[src/rtl/param_window_seq_detector_pkg.sv]
// Shared constants and configuration record for the sliding-window sequence detector.
// Slot configuration is stored at MAX_W width; the top zero-extends its W-bit inputs.
package seq_det_pkg;

    localparam int DEF_W     = 8;
    localparam int DEF_NPAT  = 2;
    localparam int DEF_CNT_W = 8;
    localparam int MAX_W     = 64;

    localparam int CNT_SAT_DEF = (1 << DEF_CNT_W) - 1;

    typedef struct packed {
        logic [MAX_W-1:0] pattern;
        logic [MAX_W-1:0] mask;
    } match_cfg_t;

endpackage

[src/rtl/param_window_seq_detector_if.sv]
// Serial input, configuration and status bundle of the sequence detector.
interface param_window_seq_detector_if #(
    parameter int W     = seq_det_pkg::DEF_W,
    parameter int NPAT  = seq_det_pkg::DEF_NPAT,
    parameter int CNT_W = seq_det_pkg::DEF_CNT_W
);
    import seq_det_pkg::*;

    localparam int IDX_W = (NPAT > 1) ? $clog2(NPAT) : 1;

    logic                  in_valid;
    logic                  in;
    logic                  ovl;
    logic                  flush;
    logic                  cfg_we;
    logic [IDX_W-1:0]      cfg_idx;
    logic [W-1:0]          cfg_pattern;
    logic [W-1:0]          cfg_mask;
    logic                  cnt_clr;
    logic [NPAT-1:0]       dec;
    logic                  hit_any;
    logic [NPAT*CNT_W-1:0] match_cnt;

    modport master (
        output in_valid, in, ovl, flush, cfg_we, cfg_idx, cfg_pattern, cfg_mask, cnt_clr,
        input  dec, hit_any, match_cnt
    );

    modport slave (
        input  in_valid, in, ovl, flush, cfg_we, cfg_idx, cfg_pattern, cfg_mask, cnt_clr,
        output dec, hit_any, match_cnt
    );

endinterface

[src/rtl/param_window_seq_detector_match.sv]
// Masked compare of the next window against one slot; only qualifies once W bits are in.
module seq_window_match
    import seq_det_pkg::*;
#(
    parameter int W = DEF_W
) (
    input  logic [W-1:0] win_next_i,
    input  logic         fill_full_i,
    input  match_cfg_t   cfg_i,
    output logic         match_o
);

    logic [MAX_W-1:0] win_ext;

    assign win_ext = MAX_W'(win_next_i);
    // An all-zero mask marks the slot as disabled rather than "always match".
    assign match_o = fill_full_i && (cfg_i.mask != '0)
                     && (((win_ext ^ cfg_i.pattern) & cfg_i.mask) == '0);

endmodule

[src/rtl/param_window_seq_detector.sv]
// Sliding-window serial detector: W-bit window, NPAT programmable masked slots,
// registered per-slot pulses and saturating match counters.
module param_window_seq_detector
    import seq_det_pkg::*;
#(
    parameter int W     = DEF_W,
    parameter int NPAT  = DEF_NPAT,
    parameter int CNT_W = DEF_CNT_W
) (
    input  logic                         clk,
    input  logic                         rst,
    param_window_seq_detector_if.slave   bus
);

    localparam int FILL_W = $clog2(W + 1);

    logic [W-1:0]      win_q, win_d, win_next;
    logic [FILL_W-1:0] fill_q, fill_d, fill_next;
    logic              fill_full;
    logic              shift_en;
    logic [NPAT-1:0]   match;
    logic [NPAT-1:0]   dec_q, dec_d;
    logic              hit_q, hit_d;
    match_cfg_t        cfg_q [NPAT];
    match_cfg_t        cfg_d [NPAT];
    logic [CNT_W-1:0]  cnt_q [NPAT];
    logic [CNT_W-1:0]  cnt_d [NPAT];

    assign shift_en  = bus.in_valid && !bus.flush;
    assign win_next  = bus.in_valid ? {win_q[W-2:0], bus.in} : win_q;
    assign fill_next = (bus.in_valid && (fill_q != FILL_W'(W))) ? fill_q + 1'b1 : fill_q;
    assign fill_full = (fill_next == FILL_W'(W));

    for (genvar gi = 0; gi < NPAT; gi++) begin : g_slot
        seq_window_match #(.W(W)) u_match (
            .win_next_i  (win_next),
            .fill_full_i (fill_full),
            .cfg_i       (cfg_q[gi]),
            .match_o     (match[gi])
        );
        assign bus.match_cnt[gi*CNT_W +: CNT_W] = cnt_q[gi];
    end

    always_comb begin
        win_d  = win_q;
        fill_d = fill_q;
        dec_d  = shift_en ? match : '0;
        hit_d  = |dec_d;
        cfg_d  = cfg_q;
        cnt_d  = cnt_q;

        if (bus.flush) begin
            win_d  = '0;
            fill_d = '0;
        end else if (bus.in_valid) begin
            win_d  = win_next;
            // Non-overlapping: bits stay in the window but must all be replaced before the next hit.
            fill_d = (!bus.ovl && (match != '0)) ? '0 : fill_next;
        end

        for (int p = 0; p < NPAT; p++) begin
            if (bus.cnt_clr) begin
                cnt_d[p] = CNT_W'(dec_d[p]);
            end else if (dec_d[p] && (cnt_q[p] != '1)) begin
                cnt_d[p] = cnt_q[p] + 1'b1;
            end
        end

        if (bus.cfg_we && (int'(bus.cfg_idx) < NPAT)) begin
            cfg_d[bus.cfg_idx] = '{pattern: MAX_W'(bus.cfg_pattern), mask: MAX_W'(bus.cfg_mask)};
        end
    end

    always_ff @(posedge clk) begin
        if (rst) begin
            win_q  <= '0;
            fill_q <= '0;
            dec_q  <= '0;
            hit_q  <= 1'b0;
            for (int p = 0; p < NPAT; p++) begin
                cfg_q[p] <= '0;
                cnt_q[p] <= '0;
            end
        end else begin
            win_q  <= win_d;
            fill_q <= fill_d;
            dec_q  <= dec_d;
            hit_q  <= hit_d;
            cfg_q  <= cfg_d;
            cnt_q  <= cnt_d;
        end
    end

    assign bus.dec     = dec_q;
    assign bus.hit_any = hit_q;

endmodule
[src/flat_wrapper.sv]
// flat-port wrapper written by rule: the top's interface ports become plain ports
module param_window_seq_detector_flat import seq_det_pkg::*;
#(
    parameter int W     = DEF_W,
    parameter int NPAT  = DEF_NPAT,
    parameter int CNT_W = DEF_CNT_W
)
  (clk, rst, bus_in_valid, bus_in, bus_ovl, bus_flush, bus_cfg_we, bus_cfg_idx, bus_cfg_pattern, bus_cfg_mask, bus_cnt_clr, bus_dec, bus_hit_any, bus_match_cnt);
  param_window_seq_detector_if #(.W(W), .NPAT(NPAT), .CNT_W(CNT_W)) bus_i ();
  input  logic clk;
  input  logic rst;
  input wire logic [$bits(bus_i.in_valid)-1:0] bus_in_valid;
  input wire logic [$bits(bus_i.in)-1:0] bus_in;
  input wire logic [$bits(bus_i.ovl)-1:0] bus_ovl;
  input wire logic [$bits(bus_i.flush)-1:0] bus_flush;
  input wire logic [$bits(bus_i.cfg_we)-1:0] bus_cfg_we;
  input wire logic [$bits(bus_i.cfg_idx)-1:0] bus_cfg_idx;
  input wire logic [$bits(bus_i.cfg_pattern)-1:0] bus_cfg_pattern;
  input wire logic [$bits(bus_i.cfg_mask)-1:0] bus_cfg_mask;
  input wire logic [$bits(bus_i.cnt_clr)-1:0] bus_cnt_clr;
  output wire logic [$bits(bus_i.dec)-1:0] bus_dec;
  output wire logic [$bits(bus_i.hit_any)-1:0] bus_hit_any;
  output wire logic [$bits(bus_i.match_cnt)-1:0] bus_match_cnt;
  assign bus_i.in_valid = bus_in_valid;
  assign bus_i.in = bus_in;
  assign bus_i.ovl = bus_ovl;
  assign bus_i.flush = bus_flush;
  assign bus_i.cfg_we = bus_cfg_we;
  assign bus_i.cfg_idx = bus_cfg_idx;
  assign bus_i.cfg_pattern = bus_cfg_pattern;
  assign bus_i.cfg_mask = bus_cfg_mask;
  assign bus_i.cnt_clr = bus_cnt_clr;
  assign bus_dec = bus_i.dec;
  assign bus_hit_any = bus_i.hit_any;
  assign bus_match_cnt = bus_i.match_cnt;
  param_window_seq_detector #(.W(W), .NPAT(NPAT), .CNT_W(CNT_W)) u_core (.clk(clk), .rst(rst), .bus(bus_i));
endmodule
[config.mk]
export PLATFORM = sky130hd
export DESIGN_NAME = param_window_seq_detector_flat
export DESIGN_NICKNAME = d
export VERILOG_FILES = /design/src/rtl/param_window_seq_detector_pkg.sv /design/src/rtl/param_window_seq_detector_if.sv /design/src/rtl/param_window_seq_detector_match.sv /design/src/rtl/param_window_seq_detector.sv /design/src/flat_wrapper.sv
export SDC_FILE = /design/constraint.sdc
export NUM_CORES = 1
export LEC_CHECK = 0
export ABC_AREA = 0
export BUFFER_PORTS_ARGS = -buffer_cell sky130_fd_sc_hd__buf_2
export CAP_MARGIN = 20
export CORE_ASPECT_RATIO = 1.5
export CORE_MARGIN = 4
export CORE_UTILIZATION = 45
export DETAILED_ROUTE_END_ITERATION = 16
export PLACE_DENSITY = 0.65
export SETUP_SLACK_MARGIN = 0.15
export SYNTH_ARGS = -nofsm -noshare
export SYNTH_HDL_FRONTEND = slang
export SYNTH_SLANG_ARGS = --single-unit
[constraint.sdc]
create_clock -name clk -period 6.99 [get_ports clk]
set_input_delay 0.3495 -clock clk [delete_from_list [all_inputs] [get_ports clk]]
set_output_delay 0.3495 -clock clk [all_outputs]
set_load 0.02 [all_outputs]
# Yosys cells after proc, flatten, opt, wreduce, memory -nomap -nowiden
# Index checks and enable logic that the tools add are counted.
# Widths: inputs -> output; s select.
[word_totals] elab_cells=59 regBits=287 out_inout_bits=19
[op_classes] addsub=3 n_lt_le_gt_ge=2 eq_ne=4 mux=11 n_reduce_logical=22 bitwise=5
[op_table] op="$bwmux 256" count=1
[op_table] op="$and 64x64->64" count=2
[op_table] op="$demux 128 s1" count=1
[op_table] op="$logic_not 64->1" count=2
[op_table] op="$mux 128" count=1
[op_table] op="$reduce_bool 64->1" count=2
[op_table] op="$xor 8x64->64" count=2
[op_table] op="$add 8x1->8 const B" count=2
[op_table] op="$ne 8x8->1 const B" count=2
[op_table] op="$logic_and 1x1->1" count=10
[op_table] op="$mux 4" count=2
[op_table] op="$mux 8" count=1
[op_table] op="$reduce_bool 2->1" count=3
[op_table] op="$reduce_or 2->1" count=3
[op_table] op="$add 4x1->4 const B" count=1
[op_table] op="$eq 4x4->1 const B" count=1
[op_table] op="$mux 1" count=4
[op_table] op="$ne 4x4->1 const B" count=1
[op_table] op="$ge 2x2->1 const B" count=1
[op_table] op="$logic_not 1->1" count=2
[op_table] op="$lt 2x1->1 const B" count=1
[op_table] op="$mux 2" count=1
[op_table] op="$not 1->2" count=1

# Depth between registers and ports, before layout
[logic_depth] depth_word=10 depth_mapped=9

# Cells and area by module
# Synthesis repeated with hierarchy kept, for this count alone.
[hier_totals] hier_cells=456 hier_area_um2=3678.5
[modules_own_cells] module="param_window_seq_detector" cells_per_inst=316 n_inst=1 area_each_um2=2637.5 seq_area_each_um2=1261.2
[modules_own_cells] module="seq_window_match" cells_per_inst=70 n_inst=2 area_each_um2=520.5 seq_area_each_um2=0.0

# Worst setup path before layout
# Ideal clock, no wire load.
[synth_path] path_type="register -> register" startpoint="register u_core.fill_q[0]" endpoint="register u_core.cnt_q, in the netlist u_core.bus.match_cnt[6]" setup_time_ns=0.070 arrival_time_ns=2.285 required_time_ns=6.920 path_slack_ns=4.635 path_buffers=1 path_stages_with_launch=10 path_cell_list="dfxtp_1 > inv_1 > ha_1 > nand3b_1 > and4b_1 > o211ai_4 > or3_1 > buf_2 > or4_1 > a21oi_1"
[synth_between] elab_chain_len=8 word_cells_on_any_way=9 cone_classes="1 x add/sub; 2 x eq/ne; 2 x mux; 4 x reduce/logical"
[synth_lines] element="from (decl)" line_no="param_window_seq_detector.sv:18" text="logic [FILL_W-1:0] fill_q, fill_d, fill_next;"
[synth_lines] element="from (signal assigned)" line_no="param_window_seq_detector.sv:86" text="fill_q <= fill_d;"
[synth_lines] element="branches (longest 2 deep; another with $add 4x1->4)"
[synth_lines] element="$mux 4 *" line_no="param_window_seq_detector.sv:31" text="assign fill_next = (bus.in_valid && (fill_q != FILL_W'(W))) ? fill_q + 1'b1 : fill_q;"
[synth_lines] element="$eq 4x4->1 *" line_no="param_window_seq_detector.sv:32" text="assign fill_full = (fill_next == FILL_W'(W));"
[synth_lines] element="$logic_and 1x1->1 *" line_no="param_window_seq_detector_match.sv:17" text="assign match_o = fill_full_i && (cfg_i.mask != '0)"
[synth_lines] element="$logic_and 1x1->1 *" line_no="param_window_seq_detector_match.sv:18" text="&& (((win_ext ^ cfg_i.pattern) & cfg_i.mask) == '0);"
[synth_lines] element="$mux 2 *" line_no="param_window_seq_detector.sv:47" text="dec_d = shift_en ? match : '0;"
[synth_lines] element="$logic_and 1x1->1 *" line_no="param_window_seq_detector.sv:64" text="end else if (dec_d[p] && (cnt_q[p] != '1)) begin"
[synth_lines] element="to (signal assigned)" line_no="param_window_seq_detector.sv:90" text="cnt_q <= cnt_d;"
[synth_lines] element="to (decl)" line_no="param_window_seq_detector.sv:26" text="logic [CNT_W-1:0] cnt_q [NPAT];"
# Every way passes the cells marked *.
# A chain may end at the register's enable or synchronous reset.

# Worst setup path in the final report
[layout_path] startpoint="register u_core.fill_q[0]" endpoint="register u_core.cnt_q, in the netlist u_core.bus.match_cnt[13]"
# Same word-level chain as after synthesis.

==> summary.txt <==
Worst setup path
  – Max incr delay on CP: 0.60 ns
  – Top delay family on crit path: simple AND/OR/NAND/NOR gates
  – Type of origin of the critical path: flip-flop
  – FF-to-FF path depth: 8
  – CP Depth: 8
  – Critical Path Fanout Max: 12
  – Worst Setup EP: u_core.bus.match_cnt[13]
  – CP startpoint: u_core.fill_q[0]
  – Kind of end point of the critical path: flip-flop
  – Slowest CP cell: or4_1
  – Cells along the critical path: inv_1 > ha_1 > nand3b_1 > a211oi_2 > o211ai_4 > nand4b_1 > or4_1 > a21oi_1
  – RR Startpoint: u_core.fill_q[0]
  – CP required: 7.25 ns
  – Worst Setup Path Type: reg -> reg
  – R2R Setup Slk: 4.30 ns
  – Worst path bufs/invs: 1
  – Worst EP arrival: 2.95 ns
  – Worst reg2reg path endpoint: u_core.bus.match_cnt[13]

Final layout
  – Commonest non-fill, non-tap cell in the layout: nand2_1
  – Area growth, synth to finish: 15.9%
  – Nets: 413
  – Post-layout util: 54.2%
  – Commonest cells after routing, fill and taps aside: nand2_1, dfxtp_1, a21oi_1, buf_2, nor2_1
  – Layout cells sized above 1: 18.0%
  – Diodes inserted: 0

Floorplan
  – Die X: 73.6 um
  – Ports: 44
  – Die area: 7840 um2
  – Initial core utilization: 46.8%
  – Die Y: 106 um
  – FP Rows: 35
  – Placeable Area: 6220 um2

Hold path
  – Worst Hold Class: in -> reg
  – Hold path start: bus_cfg_pattern[7]

Timing
  – Worst rel slew slack: 53.4%
  – Worst Hold Slack: 0.250 ns
  – Total Neg Setup Slack: 0 ns
  – Final setup fails: 0
  – Min Tclk post-route: 2.69 ns
  – Final hold violations: 0
  – Fin worst setup slack: 4.30 ns
  – RSZ-0062 raised after global routing: false
  – Worst Tran Pin Value: 0.699 ns
  – Clock skew: 0.00850 ns
  – Highest Clock Rate: 371 MHz
  – Final Max Tran Viols: 0
  – Tcrit/Tclk final: 38.6%

Synthesis
  – Leading register cell type out of synthesis: dfxtp_1
  – Seq/Total Area, Yosys: 43.4%
  – Ys async rst share: 0%
  – Syn Inst Count: 347
  – Post-synth EDFFs: 0
  – Yosys synthesis warning count: 0
  – Syn Area/Cell: 8.38 um2
  – Net Count, Synth: 376
  – Synth unique cells: 47
  – Flop and latch count out of synthesis: 63
  – Synth Cell Area: 2910 um2

Drt
  – Detail Route Antenna Nets: 0
  – DR DRC count: 0
  – DR vias: 2,526
  – Initial drt markers: 92
  – Vias per cell: 5.46
  – Drt wl/cell: 14.2 um
  – Router iterations before antenna repair: 4
  – WL final: 6.58 mm

Pwr
  – Switching share of power: 23.5%
  – Pleak: 1.29 nW
  – Int Power: 0.610 mW
  – Clock share of power: 45.5%
  – Power per cell area: 237 nW/um2
  – Switching Power: 0.188 mW
  – Max VDD drop: 0.150 mV
  – Tot Pwr: 0.797 mW
  – Reg power frac: 47.2%
  – Gate power share: 7.4%

Place
  – Pre-CTS setup slack: 4.02 ns
  – HPWL after DPL: 4.91 mm
  – Buffers on Ports: 43
  – Final Wtd Congestion: 0.818

Clocking
  – Setup bufs post-CTS: 0
  – Clock buffer depth: 2
  – Total CTS buffers: 9
  – CTS tree: done
  – Post-CTS Hold Fix Bufs: 0
  – CTS Sinks: 63
  – Root Driver: clkbuf_8
  – Post-cts sizing count: 0
  – H-tree Lvls: 3
  – Worst-Skew Late Latency: 0.34 ns
  – Clock-pin slew on the worst setup and hold paths: 0.07 ns

GRT
  – Initial antenna violation count: 0
  – Gr usage total: 18.1%
  – Pin count of the biggest net entering global routing: 40
  – Vias in the first global route: 2,403
  – Gr ovfl total: 0
  – First-pass GRT wire length: 11.0 mm

Status
  – Status: finished clean

Job
  – Max Cap Viol: 0
## worst min path at each step
stage                     depth (start not counted)                end  slack, ns
after floorplan                                   2   u_core.cfg_q[67]       0.44
after global placement                            2  u_core.cfg_q[192]       0.46
after detailed placement                          2  u_core.cfg_q[192]       0.47
after CTS                                         3  u_core.cfg_q[128]       0.24
after global routing                              3  u_core.cfg_q[128]       0.24
final                                             3   u_core.cfg_q[71]       0.25
## power by group through the flow
stage	registers, mW	clock network [mW]	logic [mW]
after floorplan	0.381	0	0.0424
after global placement	0.384	0	0.0582
after detailed placement	0.384	0	0.0594
after CTS	0.376	0.369	0.0595
after global routing	0.377	0.386	0.0666
final	0.376	0.363	0.0587
## final cells by class
| cell class | instances | area [um2] |
|---|---|---|
| Fill cell | 609 | 2850 |
| Clock inverter | 5 | 80.1 |
| Inverter | 7 | 26.3 |
| Clock buffer | 11 | 151 |
| Multi-Input combinational cell | 259 | 1540 |
| Sequential cell | 63 | 1260 |
| Timing Repair Buffer | 44 | 223 |
| Tap cell | 74 | 92.6 |
## metrics by stage
step / std cells / cell area [um2]
detailed placement: 447 / 3140
CTS: 463 / 3370
finish: 463 / 3370
global placement: 446 / 3130
floorplan: 347 / 2910
global route: 463 / 3370
## logic make-up after synthesis
family	after synthesis	share of synthesized area [%]
mux	16	6.20
flops	63	43.4
simple gates	148	24.2
buf+inv	25	3.83
fa+ha+maj	4	1.72
compound gates	77	16.5
xor+xnor	14	4.22
## state kept, by name, indices dropped and copies added, names as in the netlist
| signal | cells |
|---|---|
| u_core.cfg_q | 32 |
| u_core.fill_q | 4 |
| u_core.bus.match_cnt | 16 |
| u_core.bus.dec | 2 |
| u_core.bus.hit_any | 1 |
| u_core.win_q | 8 |
## layer usage
metal	up-vias	track usage [%]	share of wire (%)
met4	0	6.99	1.7
met3	9	5.58	5.2
met2	58	30.3	51
met1	1170	20.9	42
met5	-	0	0
li1	1289	-	-
## cells in the mapped netlist (2+ instances only)
cell,n,area share [%]
a22oi_1,2,0.52
or4_1,9,2.3
or2_2,2,0.43
a21oi_1,46,7.9
nand3b_1,2,0.52
mux2i_1,13,4.5
dfxtp_1,63,43
nand2_1,81,10
and3_1,2,0.43
nand3_1,10,1.7
nor2_1,15,1.9
nand2b_1,5,1.1
nor2b_1,2,0.43
nor3_1,3,0.52
or3_1,6,1.3
xnor2_1,12,3.6
xor2_1,2,0.60
a211oi_1,3,0.77
buf_2,2,0.34
ha_1,4,1.7
mux2i_2,2,0.95
inv_1,7,0.90
o31ai_1,8,2.1
buf_6,2,0.77
o21ai_0,8,1.4
clkbuf_1,13,1.7
nor4_1,3,0.65
## worst register-to-register path, stage by stage (launching register included)
cell,delay [ns]
dfxtp_1,0.35
inv_1,0.11
ha_1,0.17
nand3b_1,0.17
a211oi_2,0.38
o211ai_4,0.17
nand4b_1,0.49
or4_1,0.60
a21oi_1,0.16
(Power assumes the default switching activity.)
